[src/rtl/uart_pkg.sv]
// Shared UART receive-path types: tuser bit positions and the stored FIFO entry layout.
package uart_pkg;

  localparam int UART_TUSER_W   = 2;
  localparam int UART_TUSER_PAR = 0;
  localparam int UART_TUSER_FRM = 1;
  localparam int UART_DWIDTH    = 8;

  typedef struct packed {
    logic                   frm;
    logic                   par;
    logic                   last;
    logic [UART_DWIDTH-1:0] data;
  } uart_rx_entry_t;

  // Stored entry width: data plus frame, parity and last flags.
  function automatic int uart_entry_w(input int dwidth);
    return dwidth + 3;
  endfunction

endpackage

[src/rtl/uart_fifo_ram.sv]
// One-write/one-read register array with asynchronous read; no reset, contents are don't-care.
module uart_fifo_ram #(
  parameter int EW    = 11,
  parameter int DEPTH = 16,
  parameter int AW    = $clog2(DEPTH)
) (
  input  logic          clk,
  input  logic          we,
  input  logic [AW-1:0] waddr,
  input  logic [EW-1:0] wdata,
  input  logic [AW-1:0] raddr,
  output logic [EW-1:0] rdata
);

  logic [EW-1:0] mem [DEPTH];

  always_ff @(posedge clk) begin
    if (we) mem[waddr] <= wdata;
  end

  assign rdata = mem[raddr];

endmodule

[src/rtl/uart_rx_fifo.sv]
// First-word-fall-through receive FIFO between the UART receiver and the CPU side.
// Beats arriving while full are dropped and latch a sticky overflow flag.
module uart_rx_fifo
  import uart_pkg::*;
#(
  parameter int DWIDTH    = 8,
  parameter int DEPTH     = 16,
  parameter int AFULL_LVL = DEPTH - 2
) (
  input  logic                     uart_clk,
  input  logic                     uart_rst,
  input  logic [DWIDTH-1:0]        s_axis_tdata,
  input  logic                     s_axis_tvalid,
  input  logic                     s_axis_tlast,
  output logic                     s_axis_tready,
  input  logic                     s_parity_err,
  input  logic                     s_frame_err,
  output logic [DWIDTH-1:0]        m_axis_tdata,
  output logic [UART_TUSER_W-1:0]  m_axis_tuser,
  output logic                     m_axis_tlast,
  output logic                     m_axis_tvalid,
  input  logic                     m_axis_tready,
  input  logic                     rx_flush,
  input  logic                     rx_ovf_clr,
  output logic [$clog2(DEPTH):0]   rx_count,
  output logic                     rx_almost_full,
  output logic                     rx_overflow
);

  localparam int AW = $clog2(DEPTH);
  localparam int PW = AW + 1;
  localparam int EW = uart_entry_w(DWIDTH);
  localparam logic [PW-1:0] AFULL_THR = PW'(AFULL_LVL);

  typedef struct packed {
    logic              frm;
    logic              par;
    logic              last;
    logic [DWIDTH-1:0] data;
  } entry_t;

  logic [PW-1:0] wr_ptr, rd_ptr;
  logic          full, empty, push, pop, drop;
  entry_t        wr_entry, rd_entry;

  assign empty = (wr_ptr == rd_ptr);
  assign full  = (wr_ptr[AW-1:0] == rd_ptr[AW-1:0]) && (wr_ptr[AW] != rd_ptr[AW]);

  // Ready depends only on local state, never on m_axis_tready.
  assign s_axis_tready = !uart_rst && !full && !rx_flush;
  assign push = s_axis_tvalid && s_axis_tready;
  assign pop  = !empty && m_axis_tready && !rx_flush;
  assign drop = s_axis_tvalid && !s_axis_tready && !rx_flush;

  always_ff @(posedge uart_clk or posedge uart_rst) begin
    if (uart_rst) begin
      wr_ptr <= '0;
      rd_ptr <= '0;
    end else if (rx_flush) begin
      wr_ptr <= '0;
      rd_ptr <= '0;
    end else begin
      if (push) wr_ptr <= wr_ptr + PW'(1);
      if (pop)  rd_ptr <= rd_ptr + PW'(1);
    end
  end

  always_ff @(posedge uart_clk or posedge uart_rst) begin
    if (uart_rst)        rx_overflow <= 1'b0;
    else if (drop)       rx_overflow <= 1'b1;
    else if (rx_ovf_clr) rx_overflow <= 1'b0;
  end

  assign wr_entry = '{frm: s_frame_err, par: s_parity_err, last: s_axis_tlast, data: s_axis_tdata};

  uart_fifo_ram #(
    .EW    (EW),
    .DEPTH (DEPTH),
    .AW    (AW)
  ) u_ram (
    .clk   (uart_clk),
    .we    (push),
    .waddr (wr_ptr[AW-1:0]),
    .wdata (wr_entry),
    .raddr (rd_ptr[AW-1:0]),
    .rdata (rd_entry)
  );

  assign m_axis_tvalid = !empty;
  assign m_axis_tdata  = empty ? '0 : rd_entry.data;
  assign m_axis_tlast  = !empty && rd_entry.last;
  always_comb begin
    m_axis_tuser                 = '0;
    m_axis_tuser[UART_TUSER_PAR] = !empty && rd_entry.par;
    m_axis_tuser[UART_TUSER_FRM] = !empty && rd_entry.frm;
  end

  assign rx_count       = wr_ptr - rd_ptr;
  assign rx_almost_full = (rx_count >= AFULL_THR);

endmodule

[config.mk]
export PLATFORM = sky130hd
export DESIGN_NAME = uart_rx_fifo
export DESIGN_NICKNAME = d
export VERILOG_FILES = /design/src/rtl/uart_pkg.sv /design/src/rtl/uart_fifo_ram.sv /design/src/rtl/uart_rx_fifo.sv
export SDC_FILE = /design/constraint.sdc
export NUM_CORES = 1
export LEC_CHECK = 0
export BUFFER_PORTS_ARGS = -buffer_cell sky130_fd_sc_hd__buf_4
export CAP_MARGIN = 5
export CORE_MARGIN = 1.5
export CORE_UTILIZATION = 50
export CTS_BUF_LIST = sky130_fd_sc_hd__clkbuf_8
export DETAILED_ROUTE_END_ITERATION = 6
export PLACE_DENSITY_LB_ADDON = 0.1
export RECOVER_POWER = 25
export SKIP_LAST_GASP = 1
export SYNTH_ARGS = -nofsm -noshare
export SYNTH_HDL_FRONTEND = slang
export SYNTH_SLANG_ARGS = --single-unit
[constraint.sdc]
create_clock -name uart_clk -period 9.2 [get_ports uart_clk]
set_clock_uncertainty 0.15 [all_clocks]
set_input_delay 1.38 -clock uart_clk [delete_from_list [all_inputs] [get_ports uart_clk]]
set_output_delay 1.38 -clock uart_clk [all_outputs]
set_load 0.03 [all_outputs]
# Word level (Yosys, flattened, before mapping)
# Memory sizes are Yosys's and may differ from the RTL's.
# Index checks and enable logic that the tools add are counted.
[totals]
out_inout_bits = 20
in_bits = 17
elab_cells = 39
mem_bits_rw = 176
memories = 1
register_bits = 11
[classes]
mux = 9
reduce_logical = 19
n_addsub = 3
magnitude_cmp = 1
n_eq_ne = 3
[mem_list]
columns = ["memory", "words", "width", "rd", "rd_ports_with_merged_regs", "write_ports", "line", "text"]
rows = [
  ["u_ram.mem", 16, 11, 1, 0, 1, "uart_fifo_ram.sv:15", "logic [EW-1:0] mem [DEPTH];"],
]
[ops]
columns = ["operator", "n"]
rows = [
  ["$mux W5", 4],
  ["$logic_and A1 B1 Y1", 11],
  ["$add A5 B1 Y5 const B", 2],
  ["$mux W8", 1],
  ["$reduce_bool A2 Y1", 3],
  ["$eq A5 B5 Y1", 1],
  ["$ge A5 B4 Y1 const B", 1],
  ["$logic_not A1 Y1", 5],
  ["$sub A5 B5 Y5", 1],
  ["$eq A4 B4 Y1", 1],
  ["$mux W1", 4],
  ["$ne A1 B1 Y1", 1],
]

# Logic depth before layout (Yosys ltp)
[depth]
word_depth = 9
ltp_mapped = 10
depth_no_buf = 8

# Hierarchy
# A second synthesis with hierarchy kept.
[hier_totals]
cells_unflattened = 388
area_unflattened_um2 = 7642.3
[by_module_without_submodules]
columns = ["module", "seq_area_each_um2", "n_inst", "cells_each", "area_each_um2"]
rows = [
  ["uart_fifo_ram", 5285.1, 1, 294, 6819.0],
  ["uart_rx_fifo", 275.3, 1, 94, 823.3],
]

# Worst setup path after synthesis
# Ideal clock, no wire load.
[synth_path]
kind = "register to output"
startpoint = "register rd_ptr[3]"
endpoint = "output port m_axis_tdata[0]"
n_path_buf = 4
path_stages_with_launch = 11
path_slack_ns = 4.834
t_arrival_ns = 2.836
required_ns = 7.670
path_cell_list = "dfrtp_1 > buf_2 > clkbuf_1 > inv_1 > buf_2 > ha_1 > and4_1 > nand2_1 > clkbuf_1 > o21ai_1 > a21oi_1"
[synth_between]
elab_chain_len = 2
word_cells_on_any_way = 3
cone_classes = "1 x eq/ne; 1 x mux; 1 x memory"
[synth_lines]
columns = ["element", "line", "text"]
rows = [
  ["from (decl)", "uart_rx_fifo.sv:42", "logic [PW-1:0] wr_ptr, rd_ptr;"],
  ["from (signal assigned)", "uart_rx_fifo.sv:64", "if (pop) rd_ptr <= rd_ptr + PW'(1);"],
  ["$mem_v2 Z16 W11 or $eq A5 B5 Y1 (tied branches)", "-", ""],
  ["$mux W8 *", "uart_rx_fifo.sv:90", "assign m_axis_tdata = empty ? '0 : rd_entry.data;"],
  ["to (decl)", "uart_rx_fifo.sv:18", "output logic [DWIDTH-1:0] m_axis_tdata,"],
]
# Every way passes the cells marked *; elsewhere a longest branch is shown, timed or not.

# Worst setup path in the final report
[layout_path]
startpoint = "register rd_ptr[2]"
endpoint = "output port m_axis_tdata[5]"
# Same word-level chain as after synthesis.

==> out/qor.txt <==
Unrepaired setup endpoints after global routing - false
Drt wl/cell - 24.03 um
Height of the die - 127.3 um
FP Rows - 45
CTS resizes - 0
Avg Inst Size Synth - 19.28 um2
Antenna Diode Count - 0
Total Nets Final - 480
Peak supply drop - 0.1483 mV
Normalized max-slew margin - 40.21%
Tmin final - 4876 ps
Synthesis-to-layout area growth - 11.75%
Prevailing post-synth register cell - edfxtp_1
Pleak - 2.881 nW
Die X-Extent - 127.3 um
Die ar. - 16210 um2
WL final - 15.71 mm
Initial antenna violation count - 0
Hold_buf cts - 0
Tot GR Track Use - 20.89%
First-pass GRT wire length - 23.67 mm
CP peak stage delay - 950 ps
# IOs - 37
Hold Violations, Final - 0
TritonCTS clock tree - yes
DR DRC count - 0
CP max FO - 27
Hold crit path type - flip-flop to flip-flop
Setup violators final - 0
Unique masters post-synth - 39
Drt first pass iters - 4
Crit path launch type - flip-flop
Largest net degree at the start of global routing - 52
Min Hold Slack - 403.9 ps
Worst EP arrival - 3350 ps
DRT antenna net count - 0
Endpoint class of the critical path - primary output
Seq/Total Area, Yosys - 71.93%
DR vias/cell - 5.777
Setup tns final - 0 ps
Placer Congestion - 0.7693
Sequential Area - 5563 um2
Cell Chain, Critical Path - inv_1 -> ha_1 -> and4_1 -> nand2_1 -> o21ai_1 -> a21oi_1 -> buf_4
CTS Sinks - 187
Power Total - 1.722 mW
Worst-case clock buffer depth - 2
Post-synth EDFFs - 176
Mapped Area - 7730 um2
Final period utilization - 53.00%
R2R setup slack - 5360 ps
Clock latency on the worst-skew pair - 460 ps
Initial Util - 51.04%
Max-Cap Viols - 0
Post-CTS setup buffer count - 0
IO buf count - 36
Vias in the first global route - 3899
Syn Nets - 428
Clk pin slew, worst setup/hold paths - 90 ps
Footprint of the multi-input gates - 2013 um2
H-tree levels - 4
PwrDens - 199.4 nW/um2
Run status - finished clean
Critical path's slowest cell - dfrtp_1
Root Buffer Master - clkbuf_8
Slew Limit Fails - 0
Data required, critical path - 7670 ps
Yosys warns - 0
Ys async rst share - 5.882%
CTS Buf Count - 17
FILL cells - 1147
Initial drt markers - 364
Placeable Area - 15150 um2
Dpl hpwl - 9.723 mm
Crit Path Category - flip-flop to primary output
Layout cells sized above 1 - 26.39%
Fmax achieved - 0.2051 GHz
Mapped Cells - 401
Least-Margin Pin Slew - 874.3 ps
Routed vias - 3778
Yosys reg bits - 187
Total gr overflow - 0
==> where the power goes <==
group / switching (mW) / internal (mW) / leakage (nW)
Clock: 0.310 / 0.251 / 0.196
Sequential: 0.00193 / 0.934 / 1.73
Combinational: 0.135 / 0.0901 / 0.954
==> final timing paths <==
path | depth (start not counted) | from | to
hold reg to reg | 2 | rx_overflow$_DFFE_PP0P_ | rx_overflow$_DFFE_PP0P_
min in group asynchronous | 2 | uart_rst | rd_ptr[2]$_DFFE_PP0P_
setup reg to reg | 7 | rd_ptr[2]$_DFFE_PP0P_ | u_ram.mem[1][7]$_DFFE_PP_
setup / recovery | 7 | rd_ptr[2]$_DFFE_PP0P_ | m_axis_tdata[5]
max in group asynchronous | 2 | uart_rst | rd_ptr[1]$_DFFE_PP0P_
hold / removal | 2 | rx_overflow$_DFFE_PP0P_ | rx_overflow$_DFFE_PP0P_
==> synth_stat cells (2+ instances only) <==
cell,count,area [um2]
nand2_1,7,26.28
dfrtp_1,11,275.3
buf_12,2,40.04
xor2_1,4,35.03
buf_4,2,15.01
or3_1,3,18.77
a21oi_1,15,75.07
o21ai_0,6,30.03
mux2i_1,15,150.1
nand4_1,3,18.77
nor2b_1,3,18.77
edfxtp_1,176,5285
o22ai_1,2,12.51
nor2_1,22,82.58
nor3_1,5,25.02
a211oi_1,3,22.52
nand2b_1,4,25.02
xnor2_1,5,43.79
mux2_2,12,135.1
a2111oi_0,2,17.52
clkbuf_1,7,26.28
buf_2,10,50.05
ha_1,9,112.6
mux4_1,14,367.9
inv_1,9,33.78
o21a_1,2,15.01
mux4_2,27,608.1
o211ai_1,2,15.01
o21ai_1,8,40.04
nand3_1,2,10.01
==> sequential cells by signal, summed over array words and instances, names as in the netlist <==
name,flops
wr_ptr,5
u_ram.mem,176
rd_ptr,5
rx_overflow,1
==> critical path, delay by kind of cell, from the launching register on <==
kind / cells / cell delay, ps
buf+inv: 2 / 460
compound gates: 2 / 340
flops: 1 / 950
simple gates: 2 / 680
fa+ha+maj: 1 / 430
==> kinds of logic after synthesis <==
| family | share of synthesized area, % |
|---|---|
| AOI/OAI and AO/OA | 3.286 |
| xor gates and xnor gates | 1.230 |
| adders and majority gates | 1.716 |
| buffers and inverters | 2.282 |
| DFF | 71.93 |
| muxes | 16.32 |
| and+or+nand+nor | 3.237 |
==> cell usage in the layout, fill, tap and decap left out, types with 3 or more instances in the layout <==
cell / instances
edfxtp_1: 176
buf_4: 45
mux4_2: 27
nor2_1: 22
clkbuf_8: 17
mux2i_1: 15
a21oi_1: 15
mux4_1: 14
mux2_2: 12
clkbuf_1: 10
inv_1: 9
ha_1: 9
dfrtp_1: 9
o21ai_1: 8
nand2_1: 7
o21ai_0: 6
xnor2_1: 5
xor2_1: 4
nand2b_1: 4
nor3_2: 4
clkinvlp_4: 4
nand4_1: 3
a211oi_1: 3
nor2b_1: 3
or3_1: 3
inv_6: 3
==> stage by stage <==
step | std cells | util [%] | setup WS [ps] | cell area (um2)
floorplan | 401 | - | 4834 | 7730
global placement | 622 | 54.52 | 4922 | 8258
detailed placement | 622 | 54.52 | 4832 | 8258
CTS | 654 | 57.28 | 4306 | 8676
global route | 654 | 57.03 | 4092 | 8638
finish | 654 | 57.03 | 4324 | 8638
==> layer usage <==
metal  vias up  wire (um)  track usage [%]
met4         0        206            6.751
met1      1938       6816            28.23
met3        15        814            4.941
met2       103       7877            33.99
met5         -          0                0
li1       1722          -                -
==> final cells by class <==
cell class                      count  area share [%]
Multi-Input combinational cell    183           23.31
Sequential cell                   187           64.40
Tap cell                          188           2.723
Inverter                            9          0.3911
Timing Repair Buffer               55           4.345
Clock buffer                       17           2.709
Clock inverter                     15           2.129
Note: power is estimated with default switching activity, not from simulation.
